--- src/rtl/regfile_mp.sv ---
// Multi-read-port register file with write-back source selection,
// same-cycle write-through bypass and a per-register busy scoreboard.
// Register 0 reads as zero and is never busy.
module regfile_mp #(
  parameter int unsigned XLEN = 32,
  parameter int unsigned NREG = 32,
  parameter int unsigned NRD  = 2,
  localparam int unsigned AW  = $clog2(NREG)
) (
  input  logic               clk_i,
  input  logic               rst_ni,
  input  logic [NRD*AW-1:0]  rd_idx_i,
  output logic [NRD*XLEN-1:0] rd_data_o,
  output logic [NRD-1:0]     rd_busy_o,
  input  logic               wb_en_i,
  input  logic [AW-1:0]      wb_idx_i,
  input  logic [2:0]         wb_src_i,
  input  logic [XLEN-1:0]    wb_alu_i,
  input  logic [XLEN-1:0]    wb_mem_i,
  input  logic [XLEN-1:0]    wb_pc_i,
  input  logic [XLEN-1:0]    wb_imm_i,
  input  logic               wb_cmp_i,
  input  logic               sb_set_i,
  input  logic [AW-1:0]      sb_idx_i,
  output logic [XLEN-1:0]    wb_value_o,
  output logic [31:0]        retire_cnt_o
);

  logic [XLEN-1:0] regs_q [NREG];
  logic [NREG-1:0] busy_q, busy_d;
  logic [XLEN-1:0] wb_value_q;
  logic [31:0]     retire_cnt_q;

  logic [XLEN-1:0] wb_val;
  logic            src_ok;
  logic            commit;
  logic            sb_hit;

  // Write-back source mux; encodings above IMM are rejected.
  always_comb begin
    wb_val = '0;
    src_ok = 1'b1;
    case (wb_src_i)
      3'b000:  wb_val = wb_alu_i;
      3'b001:  wb_val = wb_mem_i;
      3'b010:  wb_val = wb_pc_i + XLEN'(4);
      3'b011:  wb_val = {{(XLEN-1){1'b0}}, wb_cmp_i};
      3'b100:  wb_val = wb_imm_i;
      default: src_ok = 1'b0;
    endcase
  end

  // Gating with rst_ni keeps the bypass from leaking data while reset is held.
  assign commit = rst_ni & wb_en_i & (wb_idx_i != '0) & src_ok;
  assign sb_hit = sb_set_i & (sb_idx_i != '0);

  // Scoreboard next state: commit clears, a same-cycle set takes priority.
  always_comb begin
    busy_d = busy_q;
    if (commit) busy_d[wb_idx_i] = 1'b0;
    if (sb_hit) busy_d[sb_idx_i] = 1'b1;
    busy_d[0] = 1'b0;
  end

  // Register array, scoreboard and write-back status state.
  always_ff @(posedge clk_i or negedge rst_ni) begin
    if (!rst_ni) begin
      for (int i = 0; i < NREG; i++) regs_q[i] <= '0;
      busy_q       <= '0;
      wb_value_q   <= '0;
      retire_cnt_q <= '0;
    end else begin
      busy_q <= busy_d;
      if (commit) begin
        regs_q[wb_idx_i] <= wb_val;
        wb_value_q       <= wb_val;
        retire_cnt_q     <= retire_cnt_q + 32'd1;
      end
    end
  end

  // Read ports: x0 is zero, a same-cycle commit is bypassed, else storage.
  always_comb begin
    rd_data_o = '0;
    rd_busy_o = '0;
    for (int k = 0; k < NRD; k++) begin
      if (rd_idx_i[k*AW +: AW] == '0) begin
        rd_data_o[k*XLEN +: XLEN] = '0;
        rd_busy_o[k]              = 1'b0;
      end else if (commit && (wb_idx_i == rd_idx_i[k*AW +: AW])) begin
        rd_data_o[k*XLEN +: XLEN] = wb_val;
        rd_busy_o[k]              = sb_hit && (sb_idx_i == rd_idx_i[k*AW +: AW]);
      end else begin
        rd_data_o[k*XLEN +: XLEN] = regs_q[rd_idx_i[k*AW +: AW]];
        rd_busy_o[k]              = busy_q[rd_idx_i[k*AW +: AW]];
      end
    end
  end

  assign wb_value_o   = wb_value_q;
  assign retire_cnt_o = retire_cnt_q;

endmodule

--- config.mk ---
export PLATFORM = sky130hd
export DESIGN_NAME = regfile_mp
export DESIGN_NICKNAME = d
export VERILOG_FILES = /design/src/rtl/regfile_mp.sv
export SDC_FILE = /design/constraint.sdc
export NUM_CORES = 2
export LEC_CHECK = 0
export CAP_MARGIN = 40
export CORE_ASPECT_RATIO = 1.25
export CORE_MARGIN = 2
export CORE_UTILIZATION = 35
export CTS_CLUSTER_SIZE = 40
export DETAILED_ROUTE_END_ITERATION = 10
export PLACE_DENSITY = 0.62
export SETUP_SLACK_MARGIN = 0.5
export SLEW_MARGIN = 10
export SYNTH_ARGS = -nofsm -noshare
export SYNTH_HDL_FRONTEND = slang
export SYNTH_SLANG_ARGS = --single-unit
export TNS_END_PERCENT = 5
--- constraint.sdc ---
create_clock -name clk_i -period 3.1 [get_ports clk_i]
set_clock_uncertainty 0.05 [all_clocks]
set_input_delay 0.62 -clock clk_i [delete_from_list [all_inputs] [get_ports clk_i]]
set_output_delay 0.62 -clock clk_i [all_outputs]
set_load 0.03 [all_outputs]
==> flow_summary_export.csv <==
group,metric,value,unit
timing,worst_slack,-0.4623,ns
worst_setup_path,reg2reg_from,"retire_cnt_o[0]",
place,post_dp_cell_area,71530,um^2
route,dr_total_vias,49930,
place,io_buffers,285,
worst_setup_path,startpoint,"regs_q[770]",
synth,syn-cell-area,59160,um^2
synth,synth_top_area_cell,"dfrtp_1",
worst_setup_path,crit_path_end_kind,"output port",
place,finalWeightedCongestion,0.9172,
global_routing,grt_pass1_wl,327500,um
synth,yosys_warnings,0,
clock_tree,clock-root-buffer,"clkbuf_16",
timing,fin_crit,3.562,ns
clock_tree,cts.clk_slew.worst_paths,0.06,ns
floorplan,dieHeight,463.6,um
floorplan,num_rows,168,
pwr,power_density,530.5,nW/um^2
global_routing,grt_antenna_before_repair,5,
worst_setup_path,start_kind,"register",
route,wirelength,222300,um
synth,synth_edf_count,0,
layout,drive_gt1_share,28.74,%
global_routing,grt.busiest_layer,"met2",
floorplan,core_area,167700,um^2
global_routing,grt_usage,25.41,%
worst_setup_path,crit_required,2.43,ns
clock_tree,cts_sinks,1119,
status,outcome,"complete, but fails checks",
timing,period_share,114.9,%
hold_path,hold_start,"regs_q[1013]",
floorplan,io_pins,286,
clock_tree,cts_tree,"built",
worst_setup_path,reg2reg_slack,0.76,ns
clock_tree,numCtsBuffers,114,
hold_path,hp-class,"register to register",
place,dp_hpwl,147800,um
place,pre_cts_slack,-0.7861,ns
global_routing,use_met1,34.13,%
synth,ys_ff_latch,1119,
layout,final_area,77000,um^2
synth,dominantRegCellSynth,"dfrtp_1",
synth,netlist.area_leader.share,47.34,%
synth,yosysSeqAreaShare,47.34,%
synth,yosysUniqueCellTypes,55,
pwr,power.leakage,32.98,nW
route,ant_nets,0,
run,max_cap_viol_count,0,
timing,rsz0062_at_grt,"true",
worst_setup_path,path_max_fanout,3,
timing,finalSetupViolCount,66,
floorplan,die-area,172300,um^2
global_routing,grt-ovfl-total,0,
pwr,ir_worst_vdd,0.4614,mV
clock_tree,insertion_delay,0.74,ns
floorplan,initial_utilization,35.27,%
layout,instances_no_fill,8459,
global_routing,met2_usage,39.62,%
worst_setup_path,crit_type,"register to output port",
worst_setup_path,cp.arrival,2.89,ns
layout,nNetsFinal,6310,
synth,yosysMostFrequentCell,"dfrtp_1",
synth,synth_cells,5603,
place,placed_cells,8197,
synth,synthArstFlopShare,100.0,%
synth,synth_area_leaders,"dfrtp_1, mux4_2, a21oi_1",
synth,ys_top_cells_by_count,"dfrtp_1, nand2_1, nor2_1",
clock_tree,clockBufferDepth,3,
layout,syn_to_final_growth,30.17,%
layout,diodes,0,
timing,worst_slew_pin_slew,1.042,ns
global_routing,grt_use_met3,5.820,%
route,vias_per_cell,5.902,
timing,hold_viol,0,
timing,slew-limit-headroom,30.54,%
synth,synth_area_per_cell,10.56,um^2
route,drc,0,
route,wire_per_inst,26.28,um
status,violations,"setup timing",
global_routing,grt_pass1_vias,49460,
route,drt_iter0_markers,5177,
route,dr.pass1.iters,6,
timing,clock.fmax,0.2807,GHz
floorplan,dieWidth,371.7,um
synth,synth.net_count,5761,
global_routing,grt_max_degree,169,
layout,post-route-util,45.90,%
timing,slew_violations,0,
clock_tree,h-tree-depth,3,
## per-stage QoR
step | setup TNS (ns) | hold slack (ns) | power, W
final | -20.93 | 0.3513 | 0.04085
after global routing | -24.44 | 0.3613 | 0.04240
after CTS | -22.91 | 0.3485 | 0.04083
after detailed placement | -105.67 | 0.3336 | 0.02592
after global placement | -102.46 | 0.3265 | 0.02564
after floorplan | -0.01825 | 0.2744 | 0.02211
## power by group
| group | total [W] | internal, W | leakage (nW) | switching [W] |
|---|---|---|---|---|
| Sequential | 0.0175 | 0.0162 | 14.9 | 0.00128 |
| Clock | 0.0148 | 0.00851 | 1.98 | 0.00633 |
| Combinational | 0.00854 | 0.00415 | 16.0 | 0.00439 |
| Total | 0.0409 | 0.0289 | 33.0 | 0.0120 |
## what timing repair did
item                                   in CTS  in global routing
setup endpoints to repair                  77                 67
hold buffers                                1                  0
cloned                                      3                  5
resized for setup                         155                 89
pin swaps                                  69                 38
endpoints found under the hold margin       4                  0
buffers inserted                           19                 21
## logic make-up (layout without fill, tap and decap cells)
| family | Yosys count | in the layout | share of synthesized area [%] |
|---|---|---|---|
| and+or+nand+nor | 1597 | 1597 | 11.02 |
| AOI/OAI and AO/OA | 1452 | 1452 | 13.48 |
| DFF | 1119 | 1119 | 47.34 |
| muxes | 728 | 728 | 22.46 |
| buffers and inverters | 626 | 1272 | 4.499 |
| xor gates and xnor gates | 79 | 79 | 1.170 |
| adders and majority gates | 2 | 2 | 0.04229 |
## placed cells by master, fill, tap and decap left out, types with 15 or more instances in the layout
| master | n |
|---|---|
| o22ai_1 | 48 |
| buf_4 | 547 |
| dlygate4sd2_1 | 28 |
| nor2_1 | 628 |
| mux2i_1 | 230 |
| clkinv_2 | 31 |
| clkdlybuf4s50_1 | 165 |
| nand2_1 | 699 |
| nand4_1 | 27 |
| o21ai_0 | 561 |
| buf_12 | 235 |
| a21oi_4 | 18 |
| xor2_1 | 29 |
| a211oi_4 | 50 |
| a21oi_1 | 581 |
| a221oi_2 | 15 |
| nor2b_1 | 27 |
| a221oi_1 | 26 |
| xnor2_1 | 40 |
| mux4_2 | 478 |
| a211oi_2 | 31 |
| dfrtp_1 | 1119 |
| nand3_1 | 44 |
| clkbuf_8 | 28 |
| buf_6 | 16 |
| and3_1 | 17 |
| inv_1 | 21 |
| clkbuf_16 | 121 |
| a21oi_2 | 17 |
| nor3_1 | 24 |
## sequential cells by signal, indices dropped and copies added, names as in the netlist
name          count
retire_cnt_o     32
busy_q           31
regs_q         1024
wb_value_o       32
## worst paths after layout
path                                          to  cells after the start
worst max-delay path                rd_data_o[2]                      5
worst min-delay path                regs_q[1013]                      0
worst max register to register  retire_cnt_o[29]                      8
worst min register to register      regs_q[1013]                      0
max in group asynchronous            regs_q[567]                      5
min in group asynchronous          wb_value_o[4]                      3
## worst max-delay path, stage by stage, from the launching register on
cell and delay (ns):
dfrtp_1 0.40, mux4_2 0.49, mux4_2 0.54, a2111oi_4 0.46, a211oi_4 0.09, buf_12 0.16
## layout make-up
cell class	instances	area, um^2
Tap cell	2210	2765
Clock buffer	152	3308
Sequential cell	1119	28000
Inverter	26	100.1
Clock inverter	61	691.9
Timing Repair Buffer	1033	11610
Fill cell	15220	90740
Multi-Input combinational cell	3858	30520
## routing by layer
metal | wire (um) | up-vias
met1 | 87350 | 25430
li1 | - | 21250
met3 | 22620 | 497
met4 | 9291 | 2
met2 | 103000 | 2739
met5 | 19 | -
No activity file was read; power rests on OpenSTA's default activity.
